### config.mk
export PLATFORM = sky130hd
export DESIGN_NAME = serial_parity_tx
export DESIGN_NICKNAME = d
export VERILOG_FILES = /design/src/rtl/serial_parity_pkg.sv /design/src/rtl/serial_parity_tx.sv
export SDC_FILE = /design/constraint.sdc
export NUM_CORES = 1
export LEC_CHECK = 0
export ABC_CLOCK_PERIOD_IN_PS = 4390
export CAP_MARGIN = 0
export CORE_AREA = 2 2 44 46
export CTS_CLUSTER_DIAMETER = 80
export DETAILED_ROUTE_END_ITERATION = 7
export DIE_AREA = 0 0 46 48
export PLACE_DENSITY = 0.78
export SLEW_MARGIN = 5
export SYNTH_ARGS = -nofsm -noshare
export SYNTH_HDL_FRONTEND = slang
export SYNTH_SLANG_ARGS = --single-unit
### constraint.sdc
create_clock -name clk -period 4.39 [get_ports clk]
set_input_delay 0.878 -clock clk [delete_from_list [all_inputs] [get_ports clk]]
set_output_delay 0.878 -clock clk [all_outputs]
set_load 0.01 [all_outputs]
### src/rtl/serial_parity_pkg.sv
// rtl/serial_parity_pkg.sv - shared state encoding and parity-sense constants for the serial parity link
package serial_parity_pkg;

  typedef enum logic [1:0] {
    IDLE  = 2'd0,
    START = 2'd1,
    DATA  = 2'd2,
    PAR   = 2'd3
  } state_t;

  // Parity sense shared with the serial parity checker on the receive side.
  localparam logic PARITY_EVEN = 1'b0;
  localparam logic PARITY_ODD  = 1'b1;

endpackage

### src/rtl/serial_parity_tx.sv
// rtl/serial_parity_tx.sv - LSB-first serial transmitter with trailing parity bit; optional start bit via SERIAL_PARITY_TX_START_BIT_EN
module serial_parity_tx
  import serial_parity_pkg::*;
#(
  parameter int DATA_W     = 8,
  parameter int ODD_PARITY = 0
) (
  input  logic              clk,
  input  logic              rst_n,
  input  logic [DATA_W-1:0] din,
  input  logic              din_valid,
  output logic              din_ready,
  output logic              tx_bit,
  output logic              tx_active,
  output logic              tx_last
);

  localparam int CNT_W = (DATA_W > 1) ? $clog2(DATA_W) : 1;
  localparam logic [CNT_W-1:0] LAST_IDX = CNT_W'(DATA_W - 1);
  localparam logic PAR_SEED = (ODD_PARITY != 0) ? PARITY_ODD : PARITY_EVEN;

  state_t            state, state_d;
  logic [DATA_W-1:0] shift_q, shift_d;
  logic [CNT_W-1:0]  cnt_q, cnt_d;
  logic              par_q, par_d;
  logic              tx_bit_d, tx_active_d, tx_last_d;
  logic              accept;

  // Gated by rst_n so upstream never sees ready while the block is held in reset.
  assign din_ready = rst_n && ((state == IDLE) || (state == PAR));
  assign accept    = din_valid && din_ready;

  // Outputs are registered from the next-state view, so tx_* always describe the current state.
  always_comb begin
    state_d     = state;
    shift_d     = shift_q;
    cnt_d       = cnt_q;
    par_d       = par_q;
    tx_bit_d    = 1'b0;
    tx_active_d = 1'b0;
    tx_last_d   = 1'b0;

    case (state)
      IDLE, PAR: begin
        if (accept) begin
          par_d       = PAR_SEED ^ (^din);
          cnt_d       = '0;
          tx_active_d = 1'b1;
`ifdef SERIAL_PARITY_TX_START_BIT_EN
          state_d     = START;
          shift_d     = din;
          tx_bit_d    = 1'b1;
`else
          state_d     = DATA;
          shift_d     = din >> 1;
          tx_bit_d    = din[0];
`endif
        end else begin
          state_d = IDLE;
        end
      end

`ifdef SERIAL_PARITY_TX_START_BIT_EN
      START: begin
        state_d     = DATA;
        tx_bit_d    = shift_q[0];
        shift_d     = shift_q >> 1;
        tx_active_d = 1'b1;
      end
`endif

      DATA: begin
        tx_active_d = 1'b1;
        if (cnt_q == LAST_IDX) begin
          state_d   = PAR;
          tx_bit_d  = par_q;
          tx_last_d = 1'b1;
        end else begin
          cnt_d    = cnt_q + CNT_W'(1);
          tx_bit_d = shift_q[0];
          shift_d  = shift_q >> 1;
        end
      end

      default: begin
        state_d = IDLE;
      end
    endcase
  end

  always_ff @(posedge clk or negedge rst_n) begin
    if (!rst_n) begin
      state     <= IDLE;
      shift_q   <= '0;
      cnt_q     <= '0;
      par_q     <= 1'b0;
      tx_bit    <= 1'b0;
      tx_active <= 1'b0;
      tx_last   <= 1'b0;
    end else begin
      state     <= state_d;
      shift_q   <= shift_d;
      cnt_q     <= cnt_d;
      par_q     <= par_d;
      tx_bit    <= tx_bit_d;
      tx_active <= tx_active_d;
      tx_last   <= tx_last_d;
    end
  end

endmodule

==> flow_summary_export.csv, run 1 <==
group,metric,value,unit
placement,io_buffers,14,
logic_synthesis,yosysUniqueCellTypes,24,
run_status,outcome,"completed",
worst_setup_path,arrival,2.32,ns
timing,fmax,313,MHz
timing,rsz0062_at_grt,"false",
grt,antenna_found_initial,0,
clock_network,cts_tree,"done",
timing,whs,0.494,ns
worst_setup_path,critPathLaunchType,"input pin",
timing,finalClockSkew,0.00734,ns
finish,stdcell_area,1050,µm²
clock_network,post_cts_buffers,0,
worst_hold_path,holdCritStartpoint,"par_q",
finish,antenna_cells,0,
drt,drtPass1Iterations,4,
worst_hold_path,min_path_type,"flip-flop to flip-flop",
clock_network,cts.sinks,16,
clock_network,hold_buffers,0,
worst_setup_path,critPathRequiredTime,3.51,ns
grt,grt_overflow,0,
logic_synthesis,synth_fp_nets,98,
grt,grt_pass1_wl,2620,µm
finish,syn2layout_area_growth,20.5,%
clock_network,cts_resized,0,
grt,met2_usage,28.6,%
timing,tightestPinTransition,0.622,ns
run,cap_violations,0,
power,power.leakage,0.443,nW
floorplanning,std_cell_rows,15,
worst_setup_path,crit_path_start,"rst_n",
timing,timing_hold_violations_final,0,
logic_synthesis,syn_area,875,µm²
drt,wl_per_cell,12.8,µm
grt,top_usage_layer,"met2",
grt,gr-usage-all-layers,17.0,%
finish,layout_common_cells,"dfrtp_1 (16), clkdlybuf4s50_1 (14), nand2_1 (9), nor2_1 (8)",
logic_synthesis,synth_seq_area_share,45.8,%
drt,ant_nets,0,
placement,dp_slack,1.17,ns
grt,grt_pass1_vias,586,
timing,slew_viol_final,0,
power,p_per_area,369,nW/µm²
floorplanning,io_pins,15,
drt,vias_per_cell,5.39,
timing,fin_crit_sh,72.7,%
finish,layout-drive-gt1-share,13.1,%
clock_network,h-tree-depth,1,
drt,drt_iter0_drc,3,
grt,grt_start_max_net_pins,19,
drt,drt_wl_total,1480,µm
power,power,0.389,mW
worst_setup_path,end_kind,"output pin",
power,vdd_drop_max,0.000185,V
timing,period_minus_slack,3.19,ns
floorplanning,core-area,1690,µm²
floorplanning,die_y,48,µm
timing,maxSlewHeadroom,58.4,%
placement,gp_congestion,0.764,
timing,tns,0,ns
drt,routed-via-count,625,
grt,use_met1,21.4,%
clock_network,clk_latency,0.29,ns
logic_synthesis,ys_warn_count,0,
drt,drc,0,
worst_setup_path,critical_path_class,"input pin to output pin",
grt,grtUsageMet3,3.40,%
placement,dpl-instance-area,1020,µm²
clock_network,cts_made_buffers,3,
timing,setup_violations,0,
worst_setup_path,worstReg2RegStart,"cnt_q[0]",
floorplanning,dieArea,2210,µm²
logic_synthesis,syn_avg_cell_area,10.5,µm²
finish,nNetsFinal,115,
placement,dp_hpwl,1120,µm
logic_synthesis,ys_ff_latch,16,
clock_network,cts_root_buf,"clkbuf_4",
worst_setup_path,critPathMaxFanout,18,
floorplanning,dieWidth,46,µm
floorplanning,initial_utilization,51.8,%
clock_network,path_clk_slew,0.09,ns
timing,setup_ws,1.20,ns
clock_network,clock_path_buffers,2,
finish,final_common_cell,"dfrtp_1",
logic_synthesis,syn_inst,83,
==> through the flow <==
stage          cells  util [%]
2_1_floorplan     83         -
3_3_place_gp     112      60.2
3_5_place_dp     112      60.2
4_1_cts          116      62.4
5_1_grt          116      62.4
6_report         116      62.4
==> final timing paths <==
check | endpoint | slack, ns | cells after the start
min in group asynchronous | shift_q[3] | 0.90 | 2
worst min-delay path | par_q | 0.49 | 2
worst max register to register | shift_q[6] | 2.27 | 6
worst min register to register | par_q | 0.49 | 2
max in group asynchronous | par_q | 3.30 | 2
worst max-delay path | din_ready | 1.20 | 4
==> critical path, stage by stage <==
cell             delay (ns)
clkdlybuf4s50_1        0.45
buf_4                  0.24
and2_1                 0.20
clkdlybuf4s50_1        0.54
==> state kept, by name, summed over array words and instances, names as in the netlist <==
signal,count
shift_q,7
cnt_q,3
state,2
par_q,1
tx_active,1
tx_bit,1
tx_last,1
==> cell families (layout without fill, tap and decap cells) <==
family                   Yosys count  count (layout)  share of synthesized area (%)
multiplexers                       8               8                           9.30
flip-flops                        16              16                           45.8
AO/OA/AOI/OAI                     14              14                           12.4
AND/OR/NAND/NOR                   28              28                           15.5
buffers and inverters              6              22                           4.29
adder cells (fa/ha/maj)            4               4                           5.72
XOR/XNOR                           7               7                           7.01
==> where the power goes <==
| part | internal [mW] | total, mW | switching [mW] | leakage (nW) |
|---|---|---|---|---|
| Clock | 0.0505 | 0.0970 | 0.0465 | 0.0210 |
| Sequential | 0.175 | 0.191 | 0.0158 | 0.199 |
| Combinational | 0.0530 | 0.101 | 0.0480 | 0.224 |
| Total | 0.278 | 0.389 | 0.110 | 0.443 |
==> metal layers <==
layer  vias to the layer above  routed length, µm
met2                        13                723
met1                       294                684
li1                        316                  -
met4                         0                 15
met5                         -                  0
met3                         2                 60
==> cells in the mapped netlist <==
master / n / area, µm²
dfrtp_1: 16 / 400
nand2_1: 9 / 33.8
nor2_1: 8 / 30.0
mux2i_1: 7 / 70.1
xnor2_1: 7 / 61.3
a21oi_1: 5 / 25.0
a21oi_2: 4 / 35.0
ha_1: 4 / 50.1
inv_1: 3 / 11.3
nand3_1: 3 / 15.0
buf_6: 2 / 22.5
nand2b_1: 2 / 12.5
nand4b_1: 2 / 17.5
a211oi_4: 1 / 20.0
a31o_2: 1 / 8.76
and2_1: 1 / 6.26
and2_4: 1 / 8.76
buf_1: 1 / 3.75
mux2_2: 1 / 11.3
nor2b_1: 1 / 6.26
nor3_1: 1 / 5.00
o211ai_1: 1 / 7.51
o21ai_0: 1 / 5.00
o31ai_1: 1 / 7.51
==> cell type report <==
| type | count | area (µm²) |
|---|---|---|
| fillers | 144 | 636 |
| multi-input cells | 61 | 437 |
| flip-flops and latches | 16 | 400 |
| repair buffers | 15 | 148 |
| clock buffers | 4 | 36.3 |
| well taps | 17 | 21.3 |
| inverters | 3 | 11.3 |
No activity file was read; power rests on OpenSTA's default activity.
==> run 2, diff against run 1 <==
--- a/config.mk
+++ b/config.mk
@@ -5,13 +5,13 @@
 export SDC_FILE = /design/constraint.sdc
 export NUM_CORES = 1
 export LEC_CHECK = 0
-export ABC_CLOCK_PERIOD_IN_PS = 4390
+export ABC_CLOCK_PERIOD_IN_PS = 2700
 export CAP_MARGIN = 0
-export CORE_AREA = 2 2 44 46
+export CORE_AREA = 2 2 48 50
 export CTS_CLUSTER_DIAMETER = 80
 export DETAILED_ROUTE_END_ITERATION = 7
-export DIE_AREA = 0 0 46 48
-export PLACE_DENSITY = 0.78
+export DIE_AREA = 0 0 50 52
+export PLACE_DENSITY = 0.7
 export SLEW_MARGIN = 5
 export SYNTH_ARGS = -nofsm -noshare
 export SYNTH_HDL_FRONTEND = slang
==> constraint.sdc (replaced) <==
create_clock -name clk -period 2.7 [get_ports clk]
set_input_delay 0.54 -clock clk [delete_from_list [all_inputs] [get_ports clk]]
set_output_delay 0.54 -clock clk [all_outputs]
set_load 0.01 [all_outputs]
==> run 2 against run 1 <==
  * Non-clock buffer count is 2 higher
  * First-iteration DRC count grew to 2.7 times the previous value
  * Worst hold slack worse by 0.011 ns
  * Worst setup slack worse by 0.83 ns
  * Sequential power is 61% higher
  * Critical path depth stayed put
  * Cell area is 1.4% higher
  * Sequential cell count stayed put
  * Highest routed layer unchanged
==> flow_summary_export.csv, run 2 (same netlist as run 1, synthesis figures left out) <==
group,metric,value,unit
grt,grt_pass1_vias,634,
floorplanning,dieWidth,50,µm
grt,met2_usage,23.0,%
timing,slew_viol_final,0,
run,cap_violations,0,
power,power.leakage,0.446,nW
finish,top_register,"shift_q",
floorplanning,die_y,52,µm
grt,grt_pass1_wl,2820,µm
timing,rsz0062_at_grt,"false",
finish,reg_top3,"shift_q x7, cnt_q x3, state x2",
timing,timing_hold_violations_final,0,
timing,period_minus_slack,2.33,ns
placement,io_buffers,14,
finish,largest_register_ffs,7,
timing,finalClockSkew,0.00612,ns
drt,drt_iter0_drc,8,
clock_network,clock_path_buffers,2,
finish,final_common_cell,"dfrtp_1",
clock_network,clk_latency,0.28,ns
worst_setup_path,critical_path_class,"flip-flop to output pin",
grt,antenna_found_initial,0,
worst_hold_path,min_path_type,"flip-flop to flip-flop",
timing,tns,0,ns
timing,setup_violations,0,
worst_setup_path,critPathRequiredTime,2.16,ns
clock_network,cts_tree,"done",
finish,antenna_cells,0,
floorplanning,dieArea,2600,µm²
drt,drt_wl_total,1550,µm
drt,vias_per_cell,4.95,
power,p_per_area,559,nW/µm²
grt,use_met1,18.4,%
grt,grt_overflow,0,
timing,maxSlewHeadroom,70.8,%
grt,grtUsageMet3,4.02,%
clock_network,cts_resized,0,
drt,wl_per_cell,12.1,µm
grt,grt_start_max_net_pins,18,
drt,routed-via-count,633,
drt,ant_nets,0,
clock_network,h-tree-depth,1,
worst_setup_path,critPathLaunchType,"flip-flop",
timing,tightestPinTransition,0.438,ns
power,vdd_drop_max,0.000287,V
finish,nNetsFinal,117,
timing,fin_crit_sh,86.4,%
floorplanning,io_pins,15,
floorplanning,std_cell_rows,17,
clock_network,path_clk_slew,0.08,ns
run_status,outcome,"completed",
floorplanning,initial_utilization,41.5,%
worst_setup_path,critPathMaxFanout,3,
clock_network,cts.sinks,16,
timing,whs,0.483,ns
drt,drc,0,
drt,drtPass1Iterations,4,
grt,top_usage_layer,"met2",
clock_network,hold_buffers,0,
finish,syn2layout_area_growth,22.2,%
grt,gr-usage-all-layers,14.8,%
worst_setup_path,end_kind,"output pin",
placement,dp_hpwl,1170,µm
clock_network,cts_root_buf,"clkbuf_4",
worst_setup_path,arrival,1.79,ns
placement,gp_congestion,0.790,
finish,layout_common_cells,"dfrtp_1 (16), clkdlybuf4s50_1 (14), nand2_1 (9), nor2_1 (8)",
floorplanning,core-area,2110,µm²
timing,fmax,429,MHz
clock_network,post_cts_buffers,0,
clock_network,cts_made_buffers,3,
finish,layout-drive-gt1-share,14.0,%
[run 2: cell types whose count changed in the layout (fill, tap and decap cells not counted)]
cell	before	now
buf_4	1	3
clkbuf_8	1	0
[run 2: final cells by class]
class | count | area, µm²
clock buffers | 3 | 22.5
repair buffers | 17 | 163
flip-flops and latches | 16 | 400
fillers | 199 | 1040
well taps | 28 | 35.0
multi-input cells | 61 | 437
inverters | 3 | 11.3
[run 2: power breakdown]
group	internal, mW	switching [mW]
clock network	0.0517	0.0702
logic	0.0896	0.0781
registers	0.284	0.0239
[run 2: metal layers]
| layer | wire [µm] | vias up | part of all wire [%] |
|---|---|---|---|
| li1 | - | 315 | - |
| met1 | 692 | 300 | 45 |
| met2 | 761 | 16 | 49 |
| met3 | 76 | 2 | 4.9 |
| met4 | 14 | 0 | 0.91 |
| met5 | 0 | - | 0 |
[run 2: path summary, 6_finish.rpt]
check	startpoint	slack (ns)	endpoint	cells after the start
max in group asynchronous	rst_n	1.90	tx_bit	2
worst min register to register	par_q	0.48	par_q	2
worst max-delay path	state[0]	0.37	din_ready	4
min in group asynchronous	rst_n	0.61	tx_active	2
worst min-delay path	par_q	0.48	par_q	2
worst max register to register	cnt_q[0]	0.87	shift_q[0]	7
[run 2: metrics by stage]
step,util (%),instance area (µm²),instances,power (mW),setup WS (ns)
final,50.7,1070,128,0.597,0.367
after global routing,50.7,1070,128,0.645,0.272
after CTS,50.7,1070,128,0.614,0.327
after detailed placement,49.7,1050,125,0.484,0.396
after global placement,49.7,1050,125,0.479,0.422
after floorplan,-,875,83,0.426,0.944
[run 2: worst max-delay path, cell delays in order, from the launching register on]
cell and delay, ns:
dfrtp_1 0.38, inv_1 0.06, ha_1 0.35, and2_1 0.19, clkdlybuf4s50_1 0.54
